`src/rtl/rggen_rtl_pkg.sv`:
```
// Shared types for the register-block response path: bus status codes,
// the response FSM states and a wait-counter sizing helper.
package rggen_rtl_pkg;

    typedef enum logic [1:0] {
        OKAY         = 2'b00,
        DECODE_ERROR = 2'b01,
        SLAVE_ERROR  = 2'b10
    } rggen_status;

    typedef enum logic [1:0] {
        IDLE,
        WAIT,
        RESPOND
    } rggen_response_state;

    // The counter must be able to hold WAIT_CYCLES-1; never narrower than one bit.
    function automatic int wait_counter_width(int wait_cycles);
        int w;
        w = $clog2(wait_cycles + 1);
        return (w < 1) ? 1 : w;
    endfunction

endpackage

```
`src/rtl/rggen_read_data_selector.sv`:
```
// Combinational mask-and-OR of per-register read data; multi-hot selects
// OR their lanes together.
module rggen_read_data_selector #(
    parameter int DATA_WIDTH      = 32,
    parameter int TOTAL_REGISTERS = 1
) (
    input  logic [TOTAL_REGISTERS-1:0] i_select,
    input  logic [DATA_WIDTH-1:0]      i_read_data [TOTAL_REGISTERS],
    output logic [DATA_WIDTH-1:0]      o_read_data
);

    logic [DATA_WIDTH-1:0] masked [TOTAL_REGISTERS];

    for (genvar g = 0; g < TOTAL_REGISTERS; g++) begin : g_lane
        assign masked[g] = i_read_data[g] & {DATA_WIDTH{i_select[g]}};
    end

    always_comb begin
        o_read_data = '0;
        for (int i = 0; i < TOTAL_REGISTERS; i++) begin
            o_read_data = o_read_data | masked[i];
        end
    end

endmodule

```
`src/rtl/rggen_response_controller.sv`:
```
// Response stage: optional wait states, status/data capture, and a response
// held under valid/ready until the bridge accepts it.
module rggen_response_controller
    import rggen_rtl_pkg::*;
#(
    parameter int DATA_WIDTH      = 32,
    parameter int TOTAL_REGISTERS = 1,
    parameter int WAIT_CYCLES     = 0
) (
    input  logic                       clk,
    input  logic                       rst_n,
    input  logic                       i_command_valid,
    input  logic                       i_read,
    output logic                       o_response_valid,
    input  logic                       i_response_ready,
    output logic [DATA_WIDTH-1:0]      o_read_data,
    output logic [1:0]                 o_status,
    input  logic [TOTAL_REGISTERS-1:0] i_register_select,
    input  logic [DATA_WIDTH-1:0]      i_register_read_data [TOTAL_REGISTERS],
    input  logic [TOTAL_REGISTERS-1:0] i_register_error
);

    localparam int CW   = wait_counter_width(WAIT_CYCLES);
    localparam int LOAD = (WAIT_CYCLES > 0) ? WAIT_CYCLES - 1 : 0;
    localparam logic [CW-1:0] CNT_LOAD = LOAD[CW-1:0];

    rggen_response_state   state, state_next;
    logic [CW-1:0]         cnt, cnt_next;
    logic [DATA_WIDTH-1:0] data_q, data_next;
    rggen_status           status_q, status_next;

    logic [DATA_WIDTH-1:0] sel_data;
    logic [DATA_WIDTH-1:0] sample_data;
    rggen_status           sample_status;

    rggen_read_data_selector #(
        .DATA_WIDTH      (DATA_WIDTH),
        .TOTAL_REGISTERS (TOTAL_REGISTERS)
    ) u_selector (
        .i_select    (i_register_select),
        .i_read_data (i_register_read_data),
        .o_read_data (sel_data)
    );

    // Decode error outranks slave error; data only survives a clean read.
    always_comb begin
        sample_status = OKAY;
        if (i_register_select == '0) begin
            sample_status = DECODE_ERROR;
        end else if ((i_register_select & i_register_error) != '0) begin
            sample_status = SLAVE_ERROR;
        end
        sample_data = (i_read && (sample_status == OKAY)) ? sel_data : '0;
    end

    always_comb begin
        state_next  = state;
        cnt_next    = cnt;
        data_next   = data_q;
        status_next = status_q;
        case (state)
            IDLE: begin
                if (i_command_valid) begin
                    if (WAIT_CYCLES == 0) begin
                        state_next  = RESPOND;
                        data_next   = sample_data;
                        status_next = sample_status;
                    end else begin
                        state_next = WAIT;
                        cnt_next   = CNT_LOAD;
                    end
                end
            end
            WAIT: begin
                // A withdrawn command abandons the access without a response.
                if (!i_command_valid) begin
                    state_next = IDLE;
                    cnt_next   = '0;
                end else if (cnt == '0) begin
                    state_next  = RESPOND;
                    data_next   = sample_data;
                    status_next = sample_status;
                end else begin
                    cnt_next = cnt - 1'b1;
                end
            end
            RESPOND: begin
                if (i_response_ready) begin
                    state_next  = IDLE;
                    data_next   = '0;
                    status_next = OKAY;
                end
            end
            default: state_next = IDLE;
        endcase
    end

    always_ff @(posedge clk or negedge rst_n) begin
        if (!rst_n) begin
            state    <= IDLE;
            cnt      <= '0;
            data_q   <= '0;
            status_q <= OKAY;
        end else begin
            state    <= state_next;
            cnt      <= cnt_next;
            data_q   <= data_next;
            status_q <= status_next;
        end
    end

    assign o_response_valid = (state == RESPOND);
    assign o_read_data      = data_q;
    assign o_status         = status_q;

endmodule

```
`config.mk`:
```
export PLATFORM = sky130hd
export DESIGN_NAME = rggen_response_controller
export DESIGN_NICKNAME = d
export VERILOG_FILES = /design/src/rtl/rggen_rtl_pkg.sv /design/src/rtl/rggen_read_data_selector.sv /design/src/rtl/rggen_response_controller.sv
export SDC_FILE = /design/constraint.sdc
export NUM_CORES = 1
export LEC_CHECK = 0
export BUFFER_PORTS_ARGS = -buffer_cell sky130_fd_sc_hd__buf_4
export CAP_MARGIN = 10
export CORE_UTILIZATION = 25
export CTS_BUF_LIST = sky130_fd_sc_hd__clkbuf_16
export DETAILED_ROUTE_END_ITERATION = 10
export GPL_ROUTABILITY_DRIVEN = 0
export PLACE_DENSITY_LB_ADDON = 0.15
export SETUP_SLACK_MARGIN = 0.15
export SKIP_LAST_GASP = 1
export SYNTH_ARGS = -nofsm -noshare
export SYNTH_HDL_FRONTEND = slang
export SYNTH_SLANG_ARGS = --single-unit
```
`constraint.sdc`:
```
create_clock -name clk -period 1.4 [get_ports clk]
set_input_delay 0.07 -clock clk [delete_from_list [all_inputs] [get_ports clk]]
set_output_delay 0.07 -clock clk [all_outputs]
set_load 0.01 [all_outputs]
```
==> flow_summary.json, run 1 <==
{
  "core_area_um2": 4880,
  "slowest_stage": "dfrtp_2",
  "die-area_um2": 5500,
  "clock_slew_at_reported_path_ffs_ps": 50,
  "maxSlewViolCount": 0,
  "slew_headroom_pct": 70.9,
  "grt_antenna_before_repair": 0,
  "total_leakage_power_uw": 0.00117,
  "final_util_pct": 45.3,
  "crit_path_start_kind": "flip-flop",
  "hold_viol_final": 0,
  "fmaxAchievable_ghz": 0.782,
  "fillerInstances": 481,
  "final_layout_size_suffix_gt1_share_pct": 55.6,
  "route.detailed.wl_per_inst_um": 16.0,
  "detailedRoute.firstPassIterationCount": 4,
  "synth.top_cells.by_area": "dfrtp_1 (67%), a22o_1 (22%), buf_6 (2.6%)",
  "reg2reg_setup_slack_ps": 120,
  "worstPathMaxFanout": 8,
  "start_util_pct": 26.7,
  "via_per_inst": 4.65,
  "rows": 25,
  "port_buffers": 73,
  "worstMarginPinSlew_ps": 437,
  "postRouteAntennaNets": 0,
  "clock-sinks": 35,
  "half_perimeter_wire_length_of_the_detailed_placement_result_um": 2510,
  "layout_min_cycle_time_ps": 1280,
  "route.vias.total": 1106,
  "placement.setup.worst_slack_ps": 62.5,
  "endpoint_kind": "flip-flop",
  "globalRoute.busiestLayer": "met2",
  "setup_violations": 0,
  "skew_ps": 8.38,
  "setup_slack_ps": 122,
  "synth.yosys.warnings": 0,
  "floorplan.die.width_um": 74.1,
  "power_per_cell_area_nw_per_um2": 1220,
  "globalRouteMet1Util_pct": 16.4,
  "dr.first_iter.drc_count": 22,
  "grt_first_pass_wirelength_um": 5440,
  "grt_overflow_total": 0,
  "route.final.wire_length_um": 3820,
  "io_pins": 74,
  "finalSetupTns_ps": 0,
  "placed_area_um2": 1930,
  "syn-cell-area_um2": 1300,
  "grt_util_met2_pct": 22.0,
  "netlist.area_leader.share_pct": 67.3,
  "worst-endpoint-arrival_ps": 1440,
  "numCtsBuffers": 5,
  "finish.instance_area_um2": 2210,
  "worst_path_cell_trace": "buf_6 -> mux2i_4 -> clkbuf_16 -> a22o_1",
  "detail_route.drc_violations": 0,
  "multi_input_area_um2": 382,
  "cts.root.buffer_cell": "clkbuf_16",
  "largest_net_degree_at_the_start_of_global_routing": 36,
  "delay_of_the_slowest_cell_on_the_worst_path_ps": 410,
  "globalRouteMet3Util_pct": 6.10,
  "grt_setup_unrepaired": "yes",
  "seq_area_um2": 877,
  "hold_class": "in -> reg",
  "ir_worst_vdd_mv": 0.514,
  "synth.largest_area_cell": "dfrtp_1",
  "gr-usage-all-layers_pct": 13.8,
  "crit_type": "reg -> reg",
  "n_antenna_cell": 0,
  "cp_top_family": "flip-flops",
  "number_of_instances_in_the_synthesized_netlist": 85,
  "synth_seq_cells": 35,
  "first_global_vias": 1105,
  "chipHeight_um": 74.1,
  "clock_tree_from_tritoncts": "built",
  "final_net_count": 209,
  "worst-endpoint-required_ps": 1560,
  "max_cap_viol_count": 0,
  "synth.lib_cells_used.distinct": 13,
  "clock_path_buffers": 2,
  "timing.final.crit_share_pct": 91.3,
  "average_cell_area_after_synthesis_um2": 15.3,
  "critPathBufInv": 2,
  "mappedNetlistNets": 124,
  "worst_skew_pair.late_latency_ps": 280,
  "cts_htree_levels": 2,
  "area_added_between_synthesis_and_finish_pct": 69.7,
  "run_status": "finished, final reports clean",
  "synth_seq_area_share_pct": 67.3
}
==> worst paths after layout <==
path                       cells past startpoint                           to                        start
hold / removal                                 2         state[1]$_DFFE_PN0P_             i_response_ready
max in group asynchronous                      2         state[1]$_DFFE_PN0P_                        rst_n
hold reg to reg                                1  o_read_data[30]$_DFFE_PN0P_  o_read_data[30]$_DFFE_PN0P_
setup / recovery                               4  o_read_data[22]$_DFFE_PN0P_         state[1]$_DFFE_PN0P_
min in group asynchronous                      2  o_read_data[18]$_DFFE_PN0P_                        rst_n
setup reg to reg                               4  o_read_data[22]$_DFFE_PN0P_         state[1]$_DFFE_PN0P_
==> stage by stage <==
stage / instances / total power [µW] / hold slack, ps
final: 238 / 2710 / 3.67
after global routing: 238 / 2820 / 1.95
after CTS: 234 / 2700 / 0.140
after detailed placement: 222 / 1420 / 48.4
after global placement: 222 / 1410 / 42.2
after floorplan: 85 / 1210 / -226
==> cell usage after synthesis <==
library cell and n:
a21oi_1 1, a22o_1 32, buf_2 3, buf_6 3, dfrtp_1 35, inv_1 2
mux2i_1 2, nand2_1 1, nand3b_4 1, nor2_1 1, nor3b_4 1, o21a_1 1
o21ai_0 2
==> area by class of cell <==
cell class	instances	share of cell area [%]
multi-input combinational	42	17.3
sequential	35	39.7
clock inverter	3	1.98
tap	67	3.80
clock buffer	5	5.67
timing repair buffer	84	31.2
inverter	2	0.340
==> placed cells by master, fill, tap and decap left out, drive strengths merged <==
cell / synthesis / routed
clkinv: 0 / 2
nor3b: 1 / 1
a22o: 32 / 32
nor2: 1 / 1
dlygate4sd3: 0 / 1
mux2i: 2 / 2
clkbuf: 0 / 6
o21ai: 2 / 2
buf: 6 / 82
bufinv: 0 / 1
nand3b: 1 / 1
inv: 2 / 2
a21oi: 1 / 1
nand2: 1 / 1
dfrtp: 35 / 35
o21a: 1 / 1
==> registers in the layout, indices dropped and copies added, names as in the netlist <==
name and flops:
o_read_data 32, o_status 2, state 1
==> logic make-up (layout without fill, tap and decap cells) <==
kind of cell	count (synthesis)	count (layout)	share of synthesized area, %
AOI/OAI and AO/OA	36	36	23.3
buffers and inverters	8	94	4.33
DFF	35	35	67.3
muxes	2	2	1.54
and+or+nand+nor	4	4	3.56
==> repair_timing <==
action	CTS	global route
buffers inserted	2	2
endpoints found under the setup margin	30	32
gates resized for setup	2	6
hold buffers	1	0
gates cloned	1	2
hold endpoints to repair	35	0
pin swaps	0	5
==> metal layers <==
layer / vias up / part of all wire [%]
li1: 491 / -
met1: 570 / 40
met2: 40 / 51
met3: 5 / 7.2
met4: 0 / 1.0
met5: - / 0
==> power by group <==
group	total, µW	switching (µW)	internal, µW
registers	1080	25.4	1050
logic	387	170	217
clock network	1240	401	838
total	2700	597	2110
No activity file was read; power rests on OpenSTA's default activity.
==> run 2, diff against run 1 <==
Settings changed: GPL_TIMING_DRIVEN from default to 0.
==> flow_summary.json, run 2 (synthesis gave the netlist of run 1 again) <==
{
  "mostFrequentLayoutCells": "buf_4 (77), dfrtp_1 (34), a22o_1 (32), clkbuf_16 (5)",
  "start_util_pct": 26.7,
  "core_area_um2": 4880,
  "delay_of_the_slowest_cell_on_the_worst_path_ps": 440,
  "route.vias.total": 1062,
  "port_buffers": 73,
  "fmaxAchievable_ghz": 0.769,
  "clock_path_buffers": 2,
  "detail_route.drc_violations": 0,
  "hold_class": "in -> reg",
  "grt_setup_unrepaired": "yes",
  "crit_path_start_kind": "flip-flop",
  "endpoint_kind": "flip-flop",
  "met2_wirelength_um": 1830,
  "die-area_um2": 5500,
  "dr.first_iter.drc_count": 33,
  "final_net_count": 210,
  "setup_violations": 0,
  "ir_worst_vdd_mv": 0.434,
  "clock_slew_at_reported_path_ffs_ps": 50,
  "detailedRoute.firstPassIterationCount": 4,
  "worstPathMaxFanout": 10,
  "grt_antenna_before_repair": 0,
  "half_perimeter_wire_length_of_the_detailed_placement_result_um": 2510,
  "skew_ps": 3.47,
  "floorplan.die.width_um": 74.1,
  "worst_skew_pair.late_latency_ps": 270,
  "final_util_pct": 44.0,
  "worst-endpoint-required_ps": 1600,
  "power_per_cell_area_nw_per_um2": 1120,
  "met1Wirelength_um": 1400,
  "rows": 25,
  "run_status": "finished, final reports clean",
  "cts.root.buffer_cell": "clkbuf_16",
  "gr-usage-all-layers_pct": 13.4,
  "hold_viol_final": 0,
  "critPathBufInv": 2,
  "final_layout_size_suffix_gt1_share_pct": 54.1,
  "worst_path_cell_trace": "nand3b_4 -> nor3b_4 -> buf_6 -> buf_8 -> a22o_1",
  "maxSlewViolCount": 0,
  "grt_first_pass_wirelength_um": 5360,
  "cp_top_family": "flip-flops",
  "clock_tree_from_tritoncts": "built",
  "n_antenna_cell": 0,
  "cts_htree_levels": 2,
  "postRouteAntennaNets": 0,
  "routed-wl-met3_um": 225,
  "area_added_between_synthesis_and_finish_pct": 65.1,
  "max_cap_viol_count": 0,
  "grt_overflow_total": 0,
  "worst-endpoint-arrival_ps": 1500,
  "largest_net_degree_at_the_start_of_global_routing": 36,
  "io_pins": 74,
  "route.final.wire_length_um": 3510,
  "worstMarginPinSlew_ps": 431,
  "route.detailed.wl_per_inst_um": 14.7,
  "crit_type": "reg -> reg",
  "chipHeight_um": 74.1,
  "finalSetupTns_ps": 0,
  "total_leakage_power_uw": 0.00114,
  "final_common_cell": "buf_4",
  "clock-sinks": 35,
  "slew_headroom_pct": 71.3,
  "numCtsBuffers": 5,
  "routed.top_layer": "met4",
  "first_global_vias": 1113,
  "timing.final.crit_share_pct": 92.9,
  "largest_register_ff_count": 32,
  "via_per_inst": 4.44,
  "layout_min_cycle_time_ps": 1300,
  "slowest_stage": "dfrtp_2"
}
run 2: through the flow:
step                      total power, µW  worst slack [ps]  hold slack (ps)  instance area (µm²)  std cells
after floorplan                      1210               157             -226                 1310         85
after global placement               1400              65.5             51.4                 1940        225
after detailed placement             1410              18.9             48.5                 1940        225
after CTS                            2460              78.4             7.54                 2130        239
after global routing                 2520              24.3             16.5                 2150        239
final                                2410              98.8             15.5                 2150        239
run 2: power breakdown:
| group | internal (µW) | switching [µW] |
|---|---|---|
| sequential | 1050 | 28.9 |
| clock | 638 | 357 |
| combinational | 188 | 149 |
run 2: repair_timing:
| item | in CTS | in global routing |
|---|---|---|
| hold buffers | 1 | 0 |
| gates resized for setup | 3 | 5 |
| buffers inserted | 4 | 0 |
| pin swaps | 1 | 1 |
| cloned | 1 | 0 |
| hold endpoints to repair | 35 | 0 |
| setup endpoints to repair | 31 | 33 |
run 2: path summary, 6_finish.rpt:
path / startpoint / endpoint / slack [ps] / cells past startpoint
max reg2reg: state[1]$_DFFE_PN0P_ / o_read_data[6]$_DFFE_PN0P_ / 100 / 5
min reg2reg: o_status[1]$_DFFE_PN0P_ / o_status[1]$_DFFE_PN0P_ / 490 / 2
min: i_register_read_data[11] / o_read_data[11]$_DFFE_PN0P_ / 20 / 2
max in group asynchronous: rst_n / state[1]$_DFFE_PN0P_ / 780 / 2
max: state[1]$_DFFE_PN0P_ / o_read_data[6]$_DFFE_PN0P_ / 100 / 5
min in group asynchronous: rst_n / o_read_data[0]$_DFFE_PN0P_ / 280 / 2
run 2: metal layers:
metal  track usage [%]  vias up
met4              5.98        0
met3              5.28        4
met5                 0        -
met1              14.5      528
li1                  -      492
met2              23.1       38
run 2: cell type report:
cell class / instances / area [µm²]
plain buffers: 6 / 58.8
fillers: 498 / 2730
inverters: 2 / 7.51
clock inverters: 3 / 11.3
multi-input cells: 42 / 382
clock buffers: 5 / 125
flip-flops and latches: 35 / 877
well taps: 67 / 83.8
repair buffers: 79 / 603
==> run 3, diff against run 2 <==
Settings changed: BUFFER_PORTS_ARGS -buffer_cell sky130_fd_sc_hd__buf_4 to default, DONT_BUFFER_PORTS from default to 1.
==> flow_summary.json, run 3 (synthesis gave the netlist of run 1 again) <==
{
  "final_net_count": 173,
  "clock-sinks": 35,
  "run_status": "finished, final reports clean",
  "clock_slew_at_reported_path_ffs_ps": 50,
  "clock_tree_from_tritoncts": "built",
  "numCtsBuffers": 5,
  "worstPathMaxFanout": 10,
  "power.share.clock_pct": 42.7,
  "critPathBufInv": 2,
  "ir_worst_vdd_mv": 0.444,
  "chipHeight_um": 74.1,
  "skew_ps": 4.55,
  "grt_overflow_total": 0,
  "half_perimeter_wire_length_of_the_detailed_placement_result_um": 2040,
  "largest_register_ff_count": 32,
  "cts.root.buffer_cell": "clkbuf_16",
  "endpoint_kind": "flip-flop",
  "comb_power_share_pct": 10.6,
  "detail_route.drc_violations": 0,
  "worstMarginPinSlew_ps": 249,
  "worst-endpoint-arrival_ps": 1560,
  "n_antenna_cell": 0,
  "route.detailed.wl_per_inst_um": 16.7,
  "slowest_stage": "dfrtp_2",
  "setup_slack_ps": 37.8,
  "seqPwrFrac_pct": 46.7,
  "detailedRoute.firstPassIterationCount": 2,
  "die-area_um2": 5500,
  "final_common_cell": "dlygate4sd3_1",
  "maxSlewViolCount": 0,
  "cp_top_family": "flip-flops",
  "hold_class": "in -> reg",
  "setup_violations": 0,
  "route.vias.total": 938,
  "worst_path_cell_trace": "nand3b_4 -> nor3b_4 -> buf_6 -> buf_6 -> a22o_1",
  "fmaxAchievable_ghz": 0.734,
  "dr.first_iter.drc_count": 30,
  "grt_setup_unrepaired": "yes",
  "worst-endpoint-required_ps": 1600,
  "power_per_cell_area_nw_per_um2": 1210,
  "grt_first_pass_wirelength_um": 5060,
  "port_buffers": 0,
  "first_global_vias": 1016,
  "cts_htree_levels": 2,
  "max_cap_viol_count": 0,
  "timing.final.crit_share_pct": 97.3,
  "p_sw_uw": 537,
  "rows": 25,
  "core_area_um2": 4880,
  "crit_type": "reg -> reg",
  "total_leakage_power_uw": 0.000934,
  "layout_min_cycle_time_ps": 1360,
  "final_layout_size_suffix_gt1_share_pct": 16.3,
  "finalSetupTns_ps": 0,
  "internal_power_uw": 1840,
  "slew_headroom_pct": 83.1,
  "route.final.wire_length_um": 3380,
  "via_per_inst": 4.64,
  "start_util_pct": 26.7,
  "finalPower_uw": 2380,
  "grt_antenna_before_repair": 0,
  "placement.setup.worst_slack_ps": -28.7,
  "delay_of_the_slowest_cell_on_the_worst_path_ps": 480,
  "io_pins": 74,
  "floorplan.die.width_um": 74.1,
  "power.share.switching_pct": 22.6,
  "crit_path_start_kind": "flip-flop",
  "clock_path_buffers": 2,
  "cpMostUsedCell": "buf_6",
  "worst_skew_pair.late_latency_ps": 270,
  "largest_net_degree_at_the_start_of_global_routing": 36,
  "gr-usage-all-layers_pct": 13.0,
  "hold_viol_final": 0,
  "mostFrequentLayoutCells": "dlygate4sd3_1 (36), dfrtp_1 (34), a22o_1 (32)",
  "postRouteAntennaNets": 0,
  "area_added_between_synthesis_and_finish_pct": 51.3
}
==> run 3: repair_timing <==
item,in CTS,in global routing
hold buffers,37,0
hold endpoints to repair,69,0
pin swaps,1,0
gates resized for setup,5,2
cloned,1,0
endpoints found under the setup margin,31,33
buffers inserted,3,1
==> run 3: power by group through the flow <==
stage                     Sequential, µW  Combinational [µW]  Clock, µW
after floorplan                     1120                94.8          0
after global placement              1130                 113          0
after detailed placement            1130                 120          0
after CTS                           1110                 244       1050
after global routing                1120                 276       1100
final                               1110                 252       1020
==> run 3: final timing paths <==
kind                                          from  slack, ps  cells after the start                           to
max in group asynchronous                    rst_n        960                      2         state[1]$_DFFE_PN0P_
setup / recovery              state[1]$_DFFE_PN0P_         40                      5   o_read_data[8]$_DFFE_PN0P_
min in group asynchronous                    rst_n        250                      2  o_read_data[10]$_DFFE_PN0P_
setup reg to reg              state[1]$_DFFE_PN0P_         40                      5   o_read_data[8]$_DFFE_PN0P_
hold reg to reg            o_status[1]$_DFFE_PN0P_        560                      2      o_status[1]$_DFFE_PN0P_
hold / removal                    i_response_ready         10                      2      o_status[0]$_DFFE_PN0P_
==> run 3: layout make-up <==
cell class | count | area [µm²]
Timing Repair Buffer | 42 | 422
Buffer | 6 | 60.1
Clock inverter | 3 | 12.5
Fill cell | 470 | 2910
Clock buffer | 5 | 125
Sequential cell | 35 | 877
Inverter | 2 | 7.51
Tap cell | 67 | 83.8
Multi-Input combinational cell | 42 | 382
==> run 3: per-layer routing <==
layer	track usage (%)	up-vias	share of wire [%]
met5	0	-	0
met4	6.41	0	2.3
met3	5.01	9	6.9
met2	21.3	47	49
met1	14.8	463	42
li1	-	419	-
==> run 3: stage by stage <==
step | hold WS, ps | instances | cell area [µm²] | util (%)
finish | 13.6 | 202 | 1970 | 40.4
global route | 17.4 | 202 | 1970 | 40.4
CTS | 9.22 | 201 | 1960 | 40.1
detailed placement | -224 | 152 | 1390 | 28.5
global placement | -224 | 152 | 1390 | 28.5
floorplan | -226 | 85 | 1310 | -
==> run 3: worst reg2reg max path, delay by kind of cell (launching register included) <==
| kind | cells | cell delay, ps |
|---|---|---|
| flops | 1 | 480 |
| compound gates | 1 | 140 |
| buf+inv | 2 | 280 |
| simple gates | 2 | 400 |
